`src/rtl/dijkstra_relax_unit.sv`:
```
// dijkstra_relax_unit
//   Multi-cycle Nios II custom-instruction unit performing one Dijkstra edge
//   relaxation: candidate = dist_u + weight (IEEE-754 single), compared
//   against the held dist_v; the minimum is kept and returned.
//   Opcodes on n: 0 LOAD, 1 RELAX, 2 STATUS, 3 CLEAR.
//
//   Ports:
//     clk, reset     clock, synchronous active-high reset (overrides clk_en)
//     clk_en         freezes all state (adder pipeline included) when low
//     start, n       one-cycle operation strobe and opcode
//     dataa, datab   LOAD: new dist_v / RELAX: dist_u, edge weight
//     done, result   registered one-cycle completion pulse and result
//
//   Optional build macro RELAX_STATS_EN adds a saturating CNT_WIDTH-bit
//   relaxation counter reported by STATUS in result[31:1].

module fp_add #(
  parameter int unsigned LATENCY = 2
) (
  input  logic        clk,
  input  logic        reset,
  input  logic        en,
  input  logic [30:0] a,
  input  logic [30:0] b,
  output logic [30:0] sum
);
  // Magnitude add of two non-negative singles, round-to-nearest-even.
  // Overflow and INF/NaN inputs return +INF.
  function automatic logic [30:0] add_mag(input logic [30:0] x, input logic [30:0] y);
    logic [7:0]  ex, ey, eh, el, dif;
    logic [23:0] mh, ml;
    logic [26:0] ext, aligned, mask;
    logic [27:0] s;
    logic [8:0]  e;
    logic [24:0] r;
    logic        rnd;
    if (x[30:23] == 8'hFF || y[30:23] == 8'hFF) return 31'h7F800000;
    ex = (x[30:23] == 8'd0) ? 8'd1 : x[30:23];
    ey = (y[30:23] == 8'd0) ? 8'd1 : y[30:23];
    if (ex >= ey) begin
      eh = ex; el = ey;
      mh = {x[30:23] != 8'd0, x[22:0]};
      ml = {y[30:23] != 8'd0, y[22:0]};
    end else begin
      eh = ey; el = ex;
      mh = {y[30:23] != 8'd0, y[22:0]};
      ml = {x[30:23] != 8'd0, x[22:0]};
    end
    dif = eh - el;
    ext = {ml, 3'b000};
    // Three extra bits (guard, round, sticky); shifted-out bits fold into sticky.
    if (dif > 8'd26) begin
      aligned = {26'd0, |ml};
    end else begin
      mask    = (27'd1 << dif) - 27'd1;
      aligned = (ext >> dif) | {26'd0, |(ext & mask)};
    end
    s = {1'b0, mh, 3'b000} + {1'b0, aligned};
    e = {1'b0, eh};
    if (s[27]) begin
      s = {1'b0, s[27:2], s[1] | s[0]};
      e = e + 9'd1;
    end
    rnd = s[2] & (s[1] | s[0] | s[3]);
    r   = {1'b0, s[26:3]} + {24'd0, rnd};
    if (r[24]) begin
      r = r >> 1;
      e = e + 9'd1;
    end
    if (e >= 9'd255) return 31'h7F800000;
    // Without a hidden bit the result is subnormal (exponent field 0).
    return {(r[23] ? e[7:0] : 8'd0), r[22:0]};
  endfunction

  logic [30:0] stage_d;
  logic [30:0] pipe_q [LATENCY];

  assign stage_d = add_mag(a, b);
  assign sum     = pipe_q[LATENCY-1];

  always_ff @(posedge clk) begin
    if (reset) begin
      for (int unsigned i = 0; i < LATENCY; i++) pipe_q[i] <= '0;
    end else if (en) begin
      pipe_q[0] <= stage_d;
      for (int unsigned i = 1; i < LATENCY; i++) pipe_q[i] <= pipe_q[i-1];
    end
  end
endmodule

module dijkstra_relax_unit #(
  parameter int unsigned ADD_LATENCY = 2,
  parameter logic [31:0] INF_VALUE   = 32'h7F800000,
  parameter int unsigned CNT_WIDTH   = 31
) (
  input  logic        clk,
  input  logic        reset,
  input  logic        clk_en,
  input  logic        start,
  input  logic [1:0]  n,
  input  logic [31:0] dataa,
  input  logic [31:0] datab,
  output logic        done,
  output logic [31:0] result
);
  if (ADD_LATENCY < 1 || ADD_LATENCY > 8) begin : g_bad_latency
    $error("ADD_LATENCY must be in 1..8");
  end
  if (CNT_WIDTH < 1 || CNT_WIDTH > 31) begin : g_bad_cnt_width
    $error("CNT_WIDTH must be in 1..31");
  end

  localparam logic [1:0] S_IDLE = 2'd0, S_WAIT = 2'd1, S_RESP = 2'd2;
  localparam logic [1:0] OP_LOAD = 2'd0, OP_STATUS = 2'd2, OP_CLEAR = 2'd3;
  localparam logic [3:0] WAIT_LAST = 4'(ADD_LATENCY);

  logic [1:0]  state_q, state_d;
  logic [3:0]  wait_cnt_q, wait_cnt_d;
  logic [30:0] op_a_q, op_a_d, op_b_q, op_b_d;
  logic [31:0] dist_v_q, dist_v_d;
  logic        improved_q, improved_d;
  logic        done_q, done_d;
  logic [31:0] result_q, result_d;
  logic [30:0] sum;
  logic [31:0] cand;
  logic [30:0] status_hi;
  logic        fast_path, relax_done;
`ifdef RELAX_STATS_EN
  logic [CNT_WIDTH-1:0] cnt_q, cnt_d;
  assign status_hi = 31'(cnt_q);
`else
  assign status_hi = '0;
`endif

  fp_add #(.LATENCY(ADD_LATENCY)) u_fp_add (
    .clk(clk), .reset(reset), .en(clk_en), .a(op_a_q), .b(op_b_q), .sum(sum)
  );

  // Operands for which the sum is INF or meaningless skip the adder.
  assign fast_path = (dataa[30:23] == 8'hFF) | (datab[30:23] == 8'hFF) |
                     datab[31] | (datab[30:0] == 31'd0);

  always_comb begin
    state_d    = state_q;
    wait_cnt_d = wait_cnt_q;
    op_a_d     = op_a_q;
    op_b_d     = op_b_q;
    dist_v_d   = dist_v_q;
    improved_d = improved_q;
    done_d     = 1'b0;
    result_d   = result_q;
    relax_done = 1'b0;
    cand       = INF_VALUE;
`ifdef RELAX_STATS_EN
    cnt_d      = cnt_q;
`endif
    case (state_q)
      S_IDLE: if (start) begin
        op_a_d  = dataa[30:0];
        op_b_d  = datab[30:0];
        state_d = S_RESP;
        done_d  = 1'b1;
        case (n)
          OP_LOAD: begin
            dist_v_d = dataa;
            result_d = dataa;
          end
          OP_STATUS: result_d = {status_hi, improved_q};
          OP_CLEAR: begin
            dist_v_d   = INF_VALUE;
            improved_d = 1'b0;
            result_d   = '0;
`ifdef RELAX_STATS_EN
            cnt_d      = '0;
`endif
          end
          default: begin
            if (fast_path) begin
              relax_done = 1'b1;
            end else begin
              state_d    = S_WAIT;
              done_d     = 1'b0;
              wait_cnt_d = '0;
            end
          end
        endcase
      end
      S_WAIT: begin
        if (wait_cnt_q == WAIT_LAST) begin
          state_d    = S_RESP;
          done_d     = 1'b1;
          relax_done = 1'b1;
          cand       = (sum[30:23] == 8'hFF) ? INF_VALUE : {1'b0, sum};
        end else begin
          wait_cnt_d = wait_cnt_q + 4'd1;
        end
      end
      default: state_d = S_IDLE;
    endcase
    // Both values are non-negative, so magnitude bits order them directly.
    if (relax_done) begin
      if (cand[30:0] < dist_v_q[30:0]) begin
        result_d   = cand;
        dist_v_d   = cand;
        improved_d = 1'b1;
      end else begin
        result_d   = dist_v_q;
        improved_d = 1'b0;
      end
`ifdef RELAX_STATS_EN
      if (cnt_q != '1) cnt_d = cnt_q + CNT_WIDTH'(1);
`endif
    end
  end

  always_ff @(posedge clk) begin
    if (reset) begin
      state_q    <= S_IDLE;
      wait_cnt_q <= '0;
      op_a_q     <= '0;
      op_b_q     <= '0;
      dist_v_q   <= INF_VALUE;
      improved_q <= 1'b0;
      done_q     <= 1'b0;
      result_q   <= '0;
`ifdef RELAX_STATS_EN
      cnt_q      <= '0;
`endif
    end else if (clk_en) begin
      state_q    <= state_d;
      wait_cnt_q <= wait_cnt_d;
      op_a_q     <= op_a_d;
      op_b_q     <= op_b_d;
      dist_v_q   <= dist_v_d;
      improved_q <= improved_d;
      done_q     <= done_d;
      result_q   <= result_d;
`ifdef RELAX_STATS_EN
      cnt_q      <= cnt_d;
`endif
    end
  end

  assign done   = done_q;
  assign result = result_q;
endmodule

```
`config.mk`:
```
export PLATFORM = sky130hd
export DESIGN_NAME = dijkstra_relax_unit
export DESIGN_NICKNAME = d
export VERILOG_FILES = /design/src/rtl/dijkstra_relax_unit.sv
export SDC_FILE = /design/constraint.sdc
export NUM_CORES = 1
export LEC_CHECK = 0
export ABC_AREA = 1
export CAP_MARGIN = 20
export CORE_UTILIZATION = 25
export CTS_BUF_LIST = sky130_fd_sc_hd__clkbuf_8
export DETAILED_ROUTE_END_ITERATION = 16
export GPL_TIMING_DRIVEN = 0
export PLACE_DENSITY = 0.38
export SETUP_SLACK_MARGIN = 0.3
export SLEW_MARGIN = 15
export SYNTH_ARGS = -nofsm -noshare
export SYNTH_HDL_FRONTEND = slang
export SYNTH_HIERARCHICAL = 1
export SYNTH_SLANG_ARGS = --single-unit
```
`constraint.sdc`:
```
create_clock -name clk -period 23.7 [get_ports clk]
set_input_delay 4.74 -clock clk [delete_from_list [all_inputs] [get_ports clk]]
set_output_delay 4.74 -clock clk [all_outputs]
set_load 0.02 [all_outputs]
```
# ---- Word level (Yosys, flattened, before mapping)
# Memories as Yosys holds them, arrays and structs flattened.
# Index checks and enable logic that the tools add are counted.
# Widths: inputs -> output; s select.
dict set report op_classes {
  eq_ne 14
  mux 71
  order_cmp 4
  addsub 7
  n_reduce_logical 21
  shifts 2
  bitwise_logic 11
}
# op count
set ops {}
lappend ops {{$mux 31} 9}
lappend ops {{$mux 32} 8}
lappend ops {{$mux 24} 6}
lappend ops {{$mux 27} 4}
lappend ops {{$pmux 32 s3} 1}
lappend ops {{$pmux 32 s2} 1}
lappend ops {{$mux 8} 7}
lappend ops {{$eq 8x8->1 const B} 5}
lappend ops {{$mux 9} 4}
lappend ops {{$logic_not 31->1} 1}
lappend ops {{$lt 31x31->1} 1}
lappend ops {{$add 27x27->28} 1}
lappend ops {{$and 27x27->27} 1}
lappend ops {{$or 27x1->27} 1}
lappend ops {{$reduce_or 27->1} 1}
lappend ops {{$shl 1x8->27 const A} 1}
lappend ops {{$shr 27x8->27} 1}
lappend ops {{$sub 27x1->27 const B} 1}
lappend ops {{$add 24x1->25} 1}
lappend ops {{$reduce_or 24->1} 1}
lappend ops {{$mux 1} 19}
lappend ops {{$logic_not 8->1} 2}
lappend ops {{$mux 4} 4}
lappend ops {{$reduce_bool 8->1} 2}
lappend ops {{25 further kinds} 47}
dict set report word_totals {
  output_inout_bits 33
  n_memories 1
  reg_bits 134
  input_bits 70
  ram_bits 62
}
# name depth word_bits read_ports rd_ports_with_merged_regs wr line
set memory_table {}
lappend memory_table {u_fp_add.pipe_q 2 31 2 0 2 76} ;# logic [30:0] pipe_q [LATENCY];

# ---- Depth between registers and ports, before layout
# Gate-level depths: netlist (run 1).
dict set report logic_depth {
  depth_word 29
  mapped_depth 66
  depth_no_buf 63
}

# ---- Hierarchy
# The synthesis (run 1) kept the hierarchy.
# mod n_inst cells_each area_each_um2
set modules_own_cells {}
lappend modules_own_cells {fp_add 1 1439 8747.1}
lappend modules_own_cells {dijkstra_relax_unit 1 1164 7544.7}

# ---- Worst setup path after synthesis (run 1)
# No wires, ideal clock.
dict set report synth_timing {
  path_type {reg-to-reg}
  start {register op_a_q[24]}
  end {memory u_fp_add.pipe_q[0][10] (data pin)}
  n_path_buf 5
  t_arrival_ns 7.602
  required_time_ns 23.439
  setup_ns 0.261
  path_stages_with_launch 62
  synth_period_minus_slack_ns 7.862
  slack_ns 15.838
  cell_sequence {dfxtp_1 > inv_1 > nand4_1 > nor2_1 > nor2_1 > ha_1 > nand2_1 > nor2_1 > nand2_2 > nand3_2 > buf_6 > nand2_2 > nand3_2 > ha_1 > inv_1 > nand2_2 > nand2_2 > nand4_1 > (+26 left out) > inv_2 > ha_1 > nand2_1 > inv_1 > nand3_2 > nor2_2 > nand2_1 > inv_1 > nand2_2 > inv_2 > nand2_1 > nand2_1 > nand2_1 > nor2_1 > nand4_1 > nand3b_1 > buf_4 > a21oi_1}
}
# element line
set synth_lines {}
lappend synth_lines {{start, declared} 119} ;# logic [30:0] op_a_q, op_a_d, op_b_q, op_b_d;
lappend synth_lines {{start signal, assigned} 232} ;# op_a_q <= op_a_d;
lappend synth_lines {{end, declared} 76}

==> results of run 1 <==
how the worst max path moves through the flow:
stage / startpoint / to / slack, ns / cells past startpoint
floorplan: op_a_q[24] / u_fp_add/pipe_q[0][10] / 15.84 / 61
global placement: op_a_q[27] / u_fp_add/pipe_q[0][16] / 13.56 / 56
detailed placement: op_a_q[27] / u_fp_add/pipe_q[0][2] / 13.61 / 56
CTS: op_a_q[27] / u_fp_add/pipe_q[0][2] / 13.53 / 56
global route: op_a_q[27] / u_fp_add/pipe_q[0][16] / 12.60 / 56
finish: op_a_q[27] / u_fp_add/pipe_q[0][8] / 13.59 / 56
routing by layer:
| metal | global-route usage (%) | vias up |
|---|---|---|
| met1 | 26.5 | 7921 |
| met2 | 36.3 | 435 |
| li1 | - | 8656 |
| met3 | 3.81 | 86 |
| met5 | 0 | - |
| met4 | 7.42 | 0 |
Yosys cell counts, types with 3 or more instances:
library cell  instances
o21ai_0             240
inv_2                14
o21bai_1              5
a22oi_1               9
a211oi_1              6
a21oi_1             169
buf_6                 4
nor4_1                9
nor3_1               25
nor2_2               10
dfxtp_1             134
a21o_1                3
xor2_1               39
edfxtp_1             62
o21a_1                8
nor2_4                6
nor3b_1               3
nand2_4               5
nand3b_1              6
nand2_1             574
buf_4                41
clkinv_1              5
nand3_2              12
buf_1                 9
clkbuf_1             82
ha_1                 72
o21ai_1              15
a31oi_1              22
nand4_1              64
inv_1               366
or2_2                 3
nand2_2              21
a21oi_2               4
nand3_1             163
buf_2                16
o22ai_1               6
xnor2_1              14
nor2_1              327
o211ai_1              5
power groups by stage:
stage	registers, uW	clock network [uW]	logic (uW)
2_1_floorplan	397	0	452
4_1_cts	390	245	703
6_report	390	234	704
3_3_place_gp	398	0	703
5_1_grt	394	256	778
3_5_place_dp	398	0	699
per-stage QoR:
stage | power (uW) | area, um^2 | worst slack, ns | utilization (%) | hold WS [ns]
after floorplan | 849 | 16300 | 15.84 | - | 0.441
after global placement | 1100 | 18400 | 13.56 | 28.5 | 0.453
after detailed placement | 1100 | 18400 | 13.61 | 28.6 | 0.455
after CTS | 1340 | 18800 | 13.53 | 29.2 | 0.485
after global routing | 1430 | 18800 | 12.60 | 29.2 | 0.520
final | 1330 | 18800 | 13.59 | 29.2 | 0.483
cell families (layout without fill, tap and decap cells):
logic type / after synthesis / count (layout) / share of synthesized area [%]
simple gates: 1237 / 1237 / 33.2
compound gates: 506 / 506 / 16.7
mux: 1 / 1 / 0.0614
fa+ha+maj: 73 / 73 / 5.65
flops: 196 / 196 / 27.9
other cells: 0 / 2 / 0
buf+inv: 537 / 672 / 13.6
xor+xnor: 53 / 53 / 2.85
sequential cells by signal, summed over array words and instances, names as in the netlist:
signal           cells
op_b_q              31
op_a_q              31
dist_v_q            32
improved_q           1
done                 1
result              32
wait_cnt_q           4
u_fp_add/pipe_q     62
state_q              2
area by class of cell:
| type | count | area, um^2 | share of cell area (%) |
|---|---|---|---|
| clock buffer | 17 | 234 | 1.24 |
| antenna | 2 | 5.00 | 0.0266 |
| inverter | 385 | 1450 | 7.69 |
| sequential | 196 | 4540 | 24.2 |
| multi-input combinational | 1870 | 9530 | 50.7 |
| clock inverter | 15 | 153 | 0.812 |
| buffer | 152 | 774 | 4.12 |
| tap | 855 | 1070 | 5.69 |
| timing repair buffer | 103 | 1050 | 5.58 |
critical path: cells and delay by family (launching register included):
| family | cells | cell delay [ns] |
|---|---|---|
| adders and majority gates | 5 | 1.36 |
| AOI/OAI and AO/OA | 8 | 1.68 |
| buffers and inverters | 12 | 1.74 |
| DFF | 1 | 0.42 |
| and+or+nand+nor | 31 | 4.61 |
==> impl_results.md, run 1 <==
- Met3 Wirelength: 3.02 mm
- Commonest non-fill, non-tap cells in the layout: nand2_1, inv_1, nor2_1
- Routed Antenna Nets: 0
- Clock network fraction of design power: 17.6%
- Clk root buf: clkbuf_8
- Async set-or-reset flop fraction in the synthesized netlist: 0%
- Lkg Pwr: 0.00816 uW
- Slowest Stage Delay on Critical Path: 0.42 ns
- Largest area contributor in the netlist: dfxtp_1
- Max cap viols: 0
- Drt drc: 0
- Power density over the cells: 70.6 nW/um^2
- Rows: 93
- Initial antenna violation count: 2
- Die Ht: 257 um
- Vias per cell: 4.76
- Reg2Reg Setup Slack: 13.59 ns
- Final Max Slew Viols: 0
- Largest net degree at the start of global routing: 48
- Mapped Cells: 2,603
- Ys Warns: 6
- Hold worst-path end: dist_v_q[24]
- Max-Slew Margin vs Limit: 21.2%
- Final Critical Period: 10.11 ns
- Required time worst endpoint: 23.99 ns
- CTS tree: done
- Reg-to-Reg End: u_fp_add/pipe_q[0][8]
- Syn-to-layout area delta: 15.4%
- Hold_sp: dist_v_q[24]
- Worst-path clk slew: 0.11 ns
- RSZ-0062 raised after global routing: false
- GR Util All Layers: 21.2%
- Layout cells sized above 1: 6.36%
- WL final: 69.8 mm
- Die span in x: 257 um
- Post-CTS setup buffers: 0
- CTS sink cnt: 196
- Setup TNS: 0 ns
- Worst-margin pin slew: 1.17 ns
- Fillcell total: 7,333
- Peak VDD IR: 34.5 uV
- Vias in the first global route: 16,823
- Unique cell type count in the Yosys netlist: 59
- Fin crit share: 42.7%
- Hold Vio Cnt, Final: 0
- #FFs+latches synth: 196
- Hold Path Class: flip-flop to flip-flop
- Total grt overflow: 0
- Core Area: 64,500 um^2
- DR iter-0 viols: 1,206
- Final Non-Filler Cells: 3,595
- TritonCTS Buffers: 17
- First-pass DRT Iterations: 6
- PortBufs: 102
- Clock Skew: 0.0246 ns
- Top Metal Used: met4
- Pint: 665 uW
- # hold bufs at CTS: 0
- Setup violators final: 0
- Post-CTS Resized: 0
- Clock Latency Late Sink: 0.56 ns
- Flop pwr share: 29.4%
- Cell mode on critical path: nand2_1
- Crit-path slowest cell: dfxtp_1
- Most common cell after layout, fill and taps aside: nand2_1
- Sw Share: 49.9%
- Initial core utilization: 25.3%
- Sequential area share after synthesis: 27.9%
- CTS max path bufs: 2
- Area contributors post-synth: dfxtp_1, nand2_1, edfxtp_1, inv_1, nor2_1
- EDFF count, synth: 62
- Hold Crit Depth: 2
- R2R cell count: 56
- Worst r2r src: op_a_q[27]
- Ys flop type: dfxtp_1
- Fmax: 98.9 MHz
- H-tree levels: 4
- Syn nets: 2,746
- Run status: finished, final reports clean
- Yosys top cell area share: 16.5%
- Nets: 2,868
- M1 wire length: 31.4 mm
- Routed WL per cell: 19.4 um
- Vias post-DR: 17,098
- Crit path launch type: flip-flop
- Combinational Power Share: 53.0%
- Syn_area_per_cell: 6.26 um^2
- Die ar.: 66,200 um^2
- P_sw: 663 uW
- Worst Setup End Kind: flip-flop
- Met2 Wirelength: 33.2 mm
- Placer Congestion: 0.896
- # placed instances: 3,561
- Global-route wire length before repair: 105 mm
- Num ports: 103
- Post-DP HPWL: 57.9 mm
- Worst Path Max Fanout: 10
- Crit path DAT: 10.40 ns
- Mapped cell area: 16,300 um^2
- Critical path class: flip-flop to flip-flop
Power figures use the tool's default switching activity.
==> inputs of run 2 (changes only) <==
Settings changed: PLACE_DENSITY 0.38 to 0.4.
Clock period 23.7 ns to 8.9 ns, I/O delays scaled along.
==> impl_results.md, run 2 (same netlist as run 1, synthesis figures left out) <==
- Run status: finished, final reports clean
- Initial core utilization: 25.3% (unchanged)
- Power density over the cells: 189 nW/um^2 (+170%)
- Pint: 1870 uW (+180%)
- Die ar.: 66,200 um^2 (unchanged)
- Peak VDD IR: 98.2 uV (+180%)
- Worst Path Max Fanout: 10 (unchanged)
- Slowest Stage Delay on Critical Path: 0.39 ns (-0.03 ns)
- Clock Latency Late Sink: 0.57 ns (about the same)
- Critical path class: flip-flop to flip-flop
- Crit path from: op_b_q[27]
- Global-route wire length before repair: 105 mm (-0.28%)
- Hold_sp: dist_v_q[23]
- Max cap viols: 0 (unchanged)
- Fillcell total: 7,268 (-0.89%)
- Crit-path slowest cell: fa_2
- DR iter-0 viols: 1,270 (+5.3%)
- Die Ht: 257 um (unchanged)
- CTS sink cnt: 196 (unchanged)
- Vias per cell: 4.81 (+1.2%)
- Cell mode on critical path: nand2_2
- Largest net degree at the start of global routing: 51 (+6.3%)
- H-tree levels: 4 (unchanged)
- Hold Path Class: flip-flop to flip-flop
- CTS max path bufs: 2 (unchanged)
- Worst Setup End Kind: flip-flop
- Final Max Slew Viols: 0 (unchanged)
- Initial antenna violation count: 0 (-2)
- Reg2Reg Setup Slack: 0.73 ns (-12.86 ns)
- Hold Vio Cnt, Final: 0 (unchanged)
- Setup violators final: 0 (unchanged)
- Vias post-DR: 17,535 (+2.6%)
- Final Critical Period: 8.17 ns (-1.94 ns)
- Max-Slew Margin vs Limit: 43.5% (+22 points)
- Vias in the first global route: 16,861 (+0.23%)
- CP Capture Point: u_fp_add/pipe_q[0][14]
- Rows: 93 (unchanged)
- Ant. Diodes: 0 (-2)
- Core Area: 64,500 um^2 (unchanged)
- Placer Congestion: 0.937 (+4.6%)
- Final worst slack: 0.734 ns (-12.86 ns)
- GR Util All Layers: 20.9% (-0.30 points)
- Max reg flops: 62 (unchanged)
- Worst-margin pin slew: 0.839 ns (-0.331 ns)
- CTS tree: done
- Combinational Power Share: 55.3% (+2.3 points)
- Clock Skew: 0.0325 ns (+0.00794 ns)
- Lkg Pwr: 0.00862 uW (+5.7%)
- PortBufs: 102 (unchanged)
- Crit path DAT: 8.46 ns (-1.94 ns)
- Reg-to-Reg End: u_fp_add/pipe_q[0][14]
- Clk root buf: clkbuf_8
- First-pass DRT Iterations: 5 (-1)
- Total power: 3730 uW (+180%)
- Fmax: 122 MHz (+24%)
- Hold Worst Slack: 0.484 ns (+0.000857 ns)
- Commonest non-fill, non-tap cells in the layout: nand2_1, inv_1, nor2_1
- Final Non-Filler Cells: 3,644 (+1.4%)
- Drt drc: 0 (unchanged)
- Num ports: 103 (unchanged)
- Post-DP HPWL: 56.4 mm (-2.5%)
- P_sw: 1860 uW (+180%)
- Routed WL per cell: 19.1 um (-1.6%)
- Most common cell after layout, fill and taps aside: nand2_1
- RSZ-0062 raised after global routing: false
- WL final: 69.6 mm (-0.27%)
- Total grt overflow: 0 (unchanged)
- Sw Share: 49.9% (about the same)
- Required time worst endpoint: 9.19 ns (-14.80 ns)
- # placed instances: 3,563 (+0.056%)
- Nets: 2,919 (+1.8%)
- Worst r2r src: op_b_q[27]
- Crit path launch type: flip-flop
- Worst-path clk slew: 0.12 ns (about the same)
- TritonCTS Buffers: 17 (unchanged)
- # hold bufs at CTS: 0 (unchanged)
- Top reg by flops: u_fp_add/pipe_q
- Clock network fraction of design power: 16.8% (-0.8 points)
- Syn-to-layout area delta: 21.2%
- Flop pwr share: 27.9% (-1.5 points)
- R2R cell count: 64 (+14%)
- Dpl ws: -1.63 ns (-15.24 ns)
- Fin crit share: 91.8% (+49 points)
- Die span in x: 257 um (unchanged)
- Layout cells sized above 1: 11.3% (+4.9 points)
- Routed Antenna Nets: 0 (unchanged)
## run 2: routing by layer
metal | wire (um) | part of all wire [%] | up-vias | GRT usage, %
met5 | 0 | 0 | - | 0
met4 | 1400 | 2.0 | 0 | 5.87
met3 | 2930 | 4.2 | 75 | 2.26
met2 | 33900 | 49 | 452 | 36.4
met1 | 31300 | 45 | 8235 | 27.1
li1 | - | - | 8773 | -
## run 2: power by group through the flow
stage | clock, uW | sequential (uW) | combinational (uW)
global route | 685 | 1050 | 2260
CTS | 656 | 1040 | 1920
floorplan | 0 | 1060 | 1200
global placement | 0 | 1060 | 1860
detailed placement | 0 | 1060 | 1850
finish | 628 | 1040 | 2060
## run 2: what timing repair did
item	4_1_cts	5_1_grt
setup buffers	15	31
setup endpoints to repair	31	31
resized for setup	59	108
pin swaps	10	30
gates cloned	1	2
## run 2: worst min-delay path by stage
stage | end | slack [ns] | cells past startpoint
after global routing | dist_v_q[24] | 0.51 | 2
after detailed placement | dist_v_q[23] | 0.45 | 2
after floorplan | dist_v_q[23] | 0.44 | 2
after global placement | dist_v_q[23] | 0.45 | 2
after CTS | dist_v_q[23] | 0.48 | 2
final | dist_v_q[23] | 0.48 | 2
## run 2: per-stage QoR
step                utilization [%]  setup TNS, ns  cell area (um^2)
finish                         30.6              0             19700
floorplan                         -              0             16300
global placement               28.5         -53.27             18400
global route                   30.6              0             19700
detailed placement             28.6         -46.87             18400
CTS                            29.7              0             19100
## run 2: critical path: cells and delay by family (launching register included)
| kind | cells | cell delay, ns |
|---|---|---|
| flip-flops | 1 | 0.38 |
| AO/OA/AOI/OAI | 8 | 1.20 |
| AND/OR/NAND/NOR | 35 | 3.68 |
| buffers and inverters | 16 | 1.51 |
| adder cells (fa/ha/maj) | 5 | 1.14 |
## run 2: area by class of cell
cell class | instances | area, um^2 | area share (%)
Timing Repair Buffer | 154 | 1470 | 7.45
Clock inverter | 15 | 171 | 0.868
Sequential cell | 196 | 4580 | 23.2
Multi-Input combinational cell | 1870 | 9920 | 50.3
Buffer | 152 | 837 | 4.24
Tap cell | 855 | 1070 | 5.42
Inverter | 385 | 1450 | 7.36
Clock buffer | 17 | 234 | 1.19
==> inputs of run 3 (changes only) <==
Settings changed: CTS_BUF_LIST sky130_fd_sc_hd__clkbuf_8 to sky130_fd_sc_hd__clkbuf_16, REMOVE_ABC_BUFFERS set to 1.
==> impl_results.md, run 3 (same netlist as run 1, synthesis figures left out) <==
- Nets: 2,798 (-4.1%)
- Vias in the first global route: 16,259 (-3.6%)
- Initial core utilization: 25.3% (unchanged)
- Initial antenna violation count: 3 (+3)
- Combined area of the multi-input logic cells: 10,200 um^2 (+2.3%)
- Sequential Area: 4560 um^2 (-0.33%)
- CTS sink cnt: 196 (unchanged)
- Combinational Power Share: 53.1% (-2.2 points)
- CP Depth: 42 (-34%)
- Final Critical Period: 8.21 ns (+0.0453 ns)
- Hold Path Class: flip-flop to flip-flop
- RSZ-0062 raised after global routing: false
- Final Non-Filler Cells: 3,525 (-3.3%)
- Pint: 2070 uW (+11%)
- DR iter-0 viols: 1,179 (-7.2%)
- Worst-path clk slew: 0.08 ns (-0.04 ns)
- Critical path class: flip-flop to flip-flop
- P_sw: 1880 uW (+0.65%)
- Layout cells sized above 1: 11.2% (-0.12 points)
- Cell mode on critical path: nand2_1
- Run status: finished, final reports clean
- Fillcell total: 7,190 (-1.1%)
- Required time worst endpoint: 9.13 ns (-0.06 ns)
- Max cap viols: 0 (unchanged)
- Worst Setup End Kind: flip-flop
- Vias per cell: 4.83 (+0.37%)
- Worst Path Max Fanout: 25 (+15)
- Fmax: 122 MHz (-0.55%)
- First-pass DRT Iterations: 5 (unchanged)
- R2R cell count: 42 (-34%)
- Crit path launch type: flip-flop
- Crit path DAT: 8.44 ns (-0.02 ns)
- Setup violators final: 0 (unchanged)
- Die ar.: 66,200 um^2 (unchanged)
- Clock network fraction of design power: 20.5% (+3.7 points)
- # hold bufs at CTS: 0 (unchanged)
- CTS tree: done
- Lkg Pwr: 0.00852 uW (-1.2%)
- Rows: 93 (unchanged)
- PortBufs: 102 (unchanged)
- Setup TNS: 0 ns (unchanged)
- Flop pwr share: 26.4% (-1.5 points)
- Routed WL per cell: 18.7 um (-1.9%)
- Max reg flops: 62 (unchanged)
- Hold Crit Depth: 2 (unchanged)
- Global-route wire length before repair: 100 mm (-4.8%)
- Commonest non-fill, non-tap cells in the layout: nand2_1, inv_1, nor2_1
- Total grt overflow: 0 (unchanged)
- Peak VDD IR: 138 uV (+40%)
- Top reg by flops: u_fp_add/pipe_q
- Power density over the cells: 199 nW/um^2 (+5.5%)
- Clk root buf: clkbuf_16
- Routed Antenna Nets: 0 (unchanged)
- Hold Worst Slack: 0.477 ns (-0.00646 ns)
- Dpl ws: -4.57 ns (-2.94 ns)
- Clock Skew: 0.0147 ns (-0.0178 ns)
- Crit-path slowest cell: o21bai_2
- Vias post-DR: 17,025 (-2.9%)
- Die span in x: 257 um (unchanged)
- WL final: 66.0 mm (-5.1%)
- Worst-margin pin slew: 0.998 ns (+0.159 ns)
- Hold Vio Cnt, Final: 0 (unchanged)
- H-tree levels: 4 (unchanged)
- Syn-to-layout area delta: 21.3%
- Reg2Reg Setup Slack: 0.69 ns (-0.05 ns)
- Critical path buffers and inverters: 11 (-5)
- Die Ht: 257 um (unchanged)
- # placed instances: 3,421 (-4.0%)
- Most common cell after layout, fill and taps aside: nand2_1
- Placer Congestion: 0.904 (-3.4%)
- Num ports: 103 (unchanged)
- Sw Share: 47.6% (-2.4 points)
- Slowest Stage Delay on Critical Path: 0.47 ns (+0.08 ns)
- Drt drc: 0 (unchanged)
- Fin crit share: 92.3% (+0.51 points)
- CTS max path bufs: 2 (unchanged)
- TritonCTS Buffers: 17 (unchanged)
- Worst path top cell family by delay: simple AND/OR/NAND/NOR gates
- GR Util All Layers: 19.9% (-1.1 points)
- Clock Latency Late Sink: 0.50 ns (-0.07 ns)
- Max-Slew Margin vs Limit: 33.4% (-10 points)
- Final Max Slew Viols: 0 (unchanged)
- Post-DP HPWL: 48.3 mm (-14%)
- Core Area: 64,500 um^2 (unchanged)
- Largest net degree at the start of global routing: 64 (+25%)
- Final worst slack: 0.688 ns (-0.0453 ns)
==> run 3: path summary, 6_finish.rpt <==
check                from                endpoint
max reg2reg    op_b_q[29]  u_fp_add/pipe_q[0][12]
min reg2reg  dist_v_q[24]            dist_v_q[24]
max            op_b_q[29]  u_fp_add/pipe_q[0][12]
min          dist_v_q[24]            dist_v_q[24]
==> run 3: what timing repair did <==
item | in CTS | in global routing
buffers inserted | 31 | 29
pin swaps | 15 | 37
gates cloned | 9 | 1
gates resized for setup | 68 | 103
endpoints found under the setup margin | 31 | 31
==> run 3: per-layer routing <==
| metal | wire (um) | up-vias | track usage (%) | share of wire, % |
|---|---|---|---|---|
| met4 | 1980 | 2 | 6.63 | 3.0 |
| met1 | 30900 | 7952 | 27.0 | 47 |
| li1 | - | 8539 | - | - |
| met5 | 13 | - | 0 | 0.020 |
| met2 | 29600 | 444 | 31.6 | 45 |
| met3 | 3520 | 88 | 3.36 | 5.3 |
==> run 3: per-stage QoR <==
step,total power (uW),instance area (um^2),utilization [%]
after floorplan,2180,15500,-
after global placement,2780,17600,27.3
after detailed placement,2830,18000,27.9
after CTS,3870,19200,29.7
after global routing,4210,19800,30.7
final,3940,19800,30.7
==> run 3: worst register-to-register path, delay by kind of cell, from the launching register on <==
kind / cells / cell delay (ns)
AND/OR/NAND/NOR: 22 / 3.44
AO/OA/AOI/OAI: 5 / 1.33
flip-flops: 1 / 0.44
adder cells (fa/ha/maj): 3 / 0.96
buffers and inverters: 11 / 1.61
XOR/XNOR: 1 / 0.19
==> run 3: cell type report <==
class | count | area share, %
inverter | 385 | 7.48
clock buffer | 17 | 2.15
clock inverter | 15 | 0.747
timing repair inverter | 3 | 0.108
antenna | 2 | 0.0253
timing repair buffer | 178 | 9.62
tap | 855 | 5.41
multi-input combinational | 1874 | 51.4
sequential | 196 | 23.1
==> run 3: power groups by stage <==
stage | clock, uW | combinational, uW | sequential (uW)
3_5_place_dp | 0 | 1770 | 1060
5_1_grt | 870 | 2290 | 1050
6_report | 808 | 2090 | 1040
4_1_cts | 841 | 1980 | 1040
2_1_floorplan | 0 | 1120 | 1060
3_3_place_gp | 0 | 1720 | 1060
